--- config.mk ---
export PLATFORM = sky130hd
export DESIGN_NAME = match_run_detector
export DESIGN_NICKNAME = d
export VERILOG_FILES = /design/src/rtl/match_run_detector_pkg.sv /design/src/rtl/match_run_detector_eq_compare_core.sv /design/src/rtl/match_run_detector.sv
export SDC_FILE = /design/constraint.sdc
export NUM_CORES = 1
export LEC_CHECK = 0
export ABC_AREA = 1
export CAP_MARGIN = 20
export CORE_MARGIN = 2
export CORE_UTILIZATION = 44
export DETAILED_ROUTE_END_ITERATION = 8
export GPL_ROUTABILITY_DRIVEN = 0
export PLACE_DENSITY_LB_ADDON = 0.08
export SETUP_SLACK_MARGIN = 0.3
export SKIP_CTS_REPAIR_TIMING = 1
export SYNTH_ARGS = -nofsm -noshare
export SYNTH_HDL_FRONTEND = slang
export SYNTH_SLANG_ARGS = --single-unit
--- constraint.sdc ---
create_clock -name clock -period 1.35 [get_ports clock]
set_input_delay 0.135 -clock clock [delete_from_list [all_inputs] [get_ports clock]]
set_output_delay 0.135 -clock clock [all_outputs]
set_load 0.01 [all_outputs]
--- src/rtl/match_run_detector_pkg.sv ---
// Shared types and helpers for the match-run qualification stage.
package match_run_detector_pkg;

  typedef enum logic {
    SEARCH = 1'b0,
    LOCKED = 1'b1
  } state_t;

  // All-ones value of a w-bit saturating counter.
  function automatic longint unsigned cnt_max(input int unsigned w);
    return (64'd1 << w) - 64'd1;
  endfunction

endpackage

--- src/rtl/match_run_detector_eq_compare_core.sv ---
// Combinational N-bit equality: AND-reduction of bitwise XNOR.
module eq_compare_core #(
  parameter int unsigned N = 3
) (
  input  logic [N-1:0] a,
  input  logic [N-1:0] b,
  output logic         eq_c
);

  assign eq_c = &(a ~^ b);

endmodule

--- src/rtl/match_run_detector.sv ---
// Tracks consecutive equal operand pairs and locks after RUN_LEN in a row.
module match_run_detector
  import match_run_detector_pkg::*;
#(
  parameter int unsigned N       = 3,
  parameter int unsigned RUN_LEN = 4,
  parameter int unsigned CNT_W   = 8
) (
  input  logic             clock,
  input  logic             n_reset,
  input  logic             clear,
  input  logic             in_valid,
  input  logic [N-1:0]     x,
  input  logic [N-1:0]     y,
  output logic             eq_q,
  output logic             eq_valid,
  output logic [CNT_W-1:0] run_count,
  output logic [CNT_W-1:0] mismatch_count,
  output logic             locked,
  output logic             detect
);

  localparam logic [CNT_W-1:0] CNT_MAX = CNT_W'(cnt_max(CNT_W));
  localparam logic [CNT_W-1:0] RUN_TGT = CNT_W'(RUN_LEN);

  logic             eq_c;
  state_t           state_q, state_d;
  logic             eq_q_d, eq_valid_d, locked_d, detect_d;
  logic [CNT_W-1:0] run_d, mis_d, run_inc, mis_inc;

  eq_compare_core #(.N(N)) u_eq (
    .a    (x),
    .b    (y),
    .eq_c (eq_c)
  );

  assign run_inc = (run_count == CNT_MAX) ? run_count : run_count + CNT_W'(1);
  assign mis_inc = (mismatch_count == CNT_MAX) ? mismatch_count : mismatch_count + CNT_W'(1);

  // Next-state and next-output decode; clear outranks an accepted pair.
  always_comb begin
    state_d    = state_q;
    eq_q_d     = eq_q;
    eq_valid_d = 1'b0;
    detect_d   = 1'b0;
    run_d      = run_count;
    mis_d      = mismatch_count;
    if (clear) begin
      state_d = SEARCH;
      eq_q_d  = 1'b0;
      run_d   = '0;
      mis_d   = '0;
    end else if (in_valid) begin
      eq_valid_d = 1'b1;
      eq_q_d     = eq_c;
      if (eq_c) begin
        run_d = run_inc;
        if (state_q == SEARCH && run_inc == RUN_TGT) begin
          state_d  = LOCKED;
          detect_d = 1'b1;
        end
      end else begin
        state_d = SEARCH;
        run_d   = '0;
        mis_d   = mis_inc;
      end
    end
    locked_d = (state_d == LOCKED);
  end

  always_ff @(posedge clock or negedge n_reset) begin
    if (!n_reset) begin
      state_q        <= SEARCH;
      eq_q           <= 1'b0;
      eq_valid       <= 1'b0;
      run_count      <= '0;
      mismatch_count <= '0;
      locked         <= 1'b0;
      detect         <= 1'b0;
    end else begin
      state_q        <= state_d;
      eq_q           <= eq_q_d;
      eq_valid       <= eq_valid_d;
      run_count      <= run_d;
      mismatch_count <= mis_d;
      locked         <= locked_d;
      detect         <= detect_d;
    end
  end

endmodule

==> results by group, run 1 <==
Run status
  • Status: complete, but fails checks
  • Failing checks: negative setup slack

Die
  • Die H: 56.8 µm
  • Std cell rows: 19
  • Chip width: 56.8 µm
  • Boundary pin count: 30
  • Total core area: 2710 µm²
  • Starting Density: 45.2%
  • Total Die Area: 3230 µm²

Critical path
  • CP Max Fanout: 3
  • Element type at the critical path end: flop
  • Worst Reg-to-Reg Cells: 7
  • WP data arrival: 1590 ps
  • Crit Path Category: flop to flop
  • Critical path launch point type: flop
  • Top Family by Delay on Critical Path: simple AND/OR/NAND/NOR gates
  • Total stage count of the critical path: 7
  • R2r startpoint: mismatch_count[1]
  • Reg2reg end: mismatch_count[6]
  • Crit path buf inv count: 1
  • Max incr delay on CP: 430 ps
  • Critical Path Start: mismatch_count[1]
  • CP Cell Sequence: buf_4 > ha_4 > nand2_4 > nor2_4 > or2_2 > nand3_1 > o21ai_1
  • Worst endpoint required time: 1560 ps
  • Worst Setup EP: mismatch_count[6]
  • Critical path's slowest cell: dfrtp_2
  • R2R Setup Slk: -30 ps

Logic synthesis
  • Mapped Area: 1230 µm²
  • Sequential-to-total area share from yosys stat: 40.8%
  • Synth warn: 0
  • Largest area contributor in the netlist: dfrtp_1
  • Post-Synthesis Cells: 166
  • Mean Syn Cell Area: 7.39 µm²
  • Mapped Nets: 178
  • Library cells used by synthesis: 25
  • Largest cells by area after synthesis: dfrtp_1, nand2_1, nand3_1, inv_1, nor2_1
  • Synth Register Bits: 20
  • Yosys top cell area share: 40.8%

Placed design
  • DP HPWL: 2180 µm
  • Setup WS pre-CTS: -205 ps
  • Placed Instance Area: 1650 µm²
  • Placed cells: 236
  • I/O Buffers: 29

Power and ir drop
  • PD cells: 743 nW/µm²
  • Peak VDD IR: 0.611 mV
  • Leakage Power: 1.19 nW

Final layout
  • Final instance area: 2010 µm²
  • Util after Layout: 74.1%
  • Fillers: 236
  • Layout overhead on the synthesized area: 63.8%
  • Multi-input logic area: 774 µm²
  • Final non-filler cell total: 263
  • Storage cell area: 508 µm²
  • Diode count: 0
  • Share of layout cells above drive strength 1: 43.1%
  • Nets: 245

Detailed routing
  • Antenna-violating nets left: 0
  • Vias per cell: 5.33
  • Aggregate routed wire length: 3580 µm
  • First-pass iteration count of the detailed router: 4
  • Drt first-iter violations: 51
  • Total number of vias: 1401
  • Detailed-route wire length per cell: 13.6 µm
  • Drt drc: 0

GRT
  • Largest net degree at the start of global routing: 21
  • Global-route wire length before repair: 4820 µm
  • Initial antenna violation count: 0
  • Vias in the first global route: 1195
  • Gr usage total: 19.3%
  • Overflow after GRT: 0

STA
  • Final cycle utilization of the critical path: 102%
  • Setup_tns: -88.1 ps
  • Final Hold Fails: 0
  • Clk_skew: 3.06 ps
  • Max-slew violation count: 0
  • Max-Slew Margin vs Limit: 82.2%
  • Slew at the pin closest to its max-slew limit: 267 ps
  • F_max: 725 MHz
  • Final Setup Violations: 9
  • Tmin final: 1380 ps
  • Final setup margin: -29.7 ps
  • Setup repair after global routing missed its margin: true

Flow run
  • Maxcap violations: 0

Clock network
  • Clock transition at path regs: 120 ps
  • CTS Sinks: 20
  • Clock buffer depth: 2
  • CTS HTree Levels: 1
  • TritonCTS clock tree: built
  • Clk_lat worst skew: 310 ps
  • TritonCTS buffer count: 3
  • Root Buffer: clkbuf_4

Min path
  • HP Class: primary input to asynchronous set/reset pin
## flip-flops by register name, indices dropped and copies added, names as in the netlist
name,count
run_count,8
detect,1
mismatch_count,8
eq_q,1
eq_valid,1
state_q,1
## placed cells by master, fill, tap and decap left out, types with 6 or more instances in the layout
| master | count |
|---|---|
| nand2_1 | 40 |
| buf_4 | 26 |
| inv_1 | 16 |
| nand3_1 | 14 |
| dfrtp_1 | 14 |
| dlymetal6s2s_1 | 14 |
| nor2_1 | 12 |
| buf_6 | 12 |
| o21ai_1 | 10 |
| nand2_2 | 8 |
| clkbuf_2 | 7 |
| nor2_4 | 6 |
| dfrtp_2 | 6 |
## metal layers
| layer | track usage [%] | up-vias | share of wire, % |
|---|---|---|---|
| li1 | - | 672 | - |
| met4 | 9.30 | 0 | 1.7 |
| met1 | 21.2 | 678 | 38 |
| met5 | 0 | - | 0 |
| met2 | 36.2 | 44 | 55 |
| met3 | 2.30 | 7 | 4.9 |
## cell type report
class	instances	area share, %
Inverter	22	4.24
Tap cell	31	1.93
Multi-Input combinational cell	124	38.6
Clock buffer	4	1.81
Timing Repair Buffer	62	28.2
Sequential cell	20	25.3
## through the flow
step | hold slack (ps) | total power, W
after global placement | 484 | 0.00102
after CTS | 150 | 0.00139
after detailed placement | 496 | 0.00103
after floorplan | -161 | 0.000839
after global routing | 173 | 0.00158
final | 149 | 0.00149
## cell usage after synthesis
cell and n:
or2_2 3, o21ai_0 5, nor2_4 4, nor2_2 2
ha_1 2, nand2_4 1, o21ai_1 11, nand3_1 17
nor2_1 15, inv_1 19, o21bai_1 1, inv_4 1
nand3_4 1, dfrtp_1 20, nand4_2 1, buf_6 1
nand3b_1 1, nand4_1 2, a21oi_1 1, inv_2 2
nand2_1 47, nand2_2 5, o21a_1 1, o22ai_1 2
nor3_1 1
## cells by family (layout without fill, tap and decap cells)
group           after synthesis  after routing  synth area share, %
fa+ha+maj                     2              2                 2.04
buf+inv                      23             88                 7.86
simple gates                100            101                 40.1
compound gates               21             21                 9.18
flops                        20             20                 40.8
## worst min path at each step
stage                     slack, ps                 to  cells past startpoint     from
final                           150  mismatch_count[6]                      2  n_reset
after global routing            170  mismatch_count[6]                      2  n_reset
after CTS                       150  mismatch_count[5]                      2  n_reset
after detailed placement        500           eq_valid                      2  n_reset
after global placement          480               eq_q                      2     eq_q
after floorplan                -160             detect                      0  n_reset
## power by group
part / internal (W) / switching, W
combinational: 0.000237 / 0.000229
clock: 0.000165 / 0.000194
sequential: 0.000633 / 0.0000340
Power figures use the tool's default switching activity.
==> inputs of run 2 (changes only) <==
--- a/config.mk
+++ b/config.mk
@@ -11,6 +11,7 @@
 export CORE_UTILIZATION = 44
 export DETAILED_ROUTE_END_ITERATION = 8
 export GPL_ROUTABILITY_DRIVEN = 0
+export GPL_TIMING_DRIVEN = 1
 export PLACE_DENSITY_LB_ADDON = 0.08
 export SETUP_SLACK_MARGIN = 0.3
 export SKIP_CTS_REPAIR_TIMING = 1
==> results of run 2 <==
The final DEF is identical to that of run 1; final timing and power are the same.
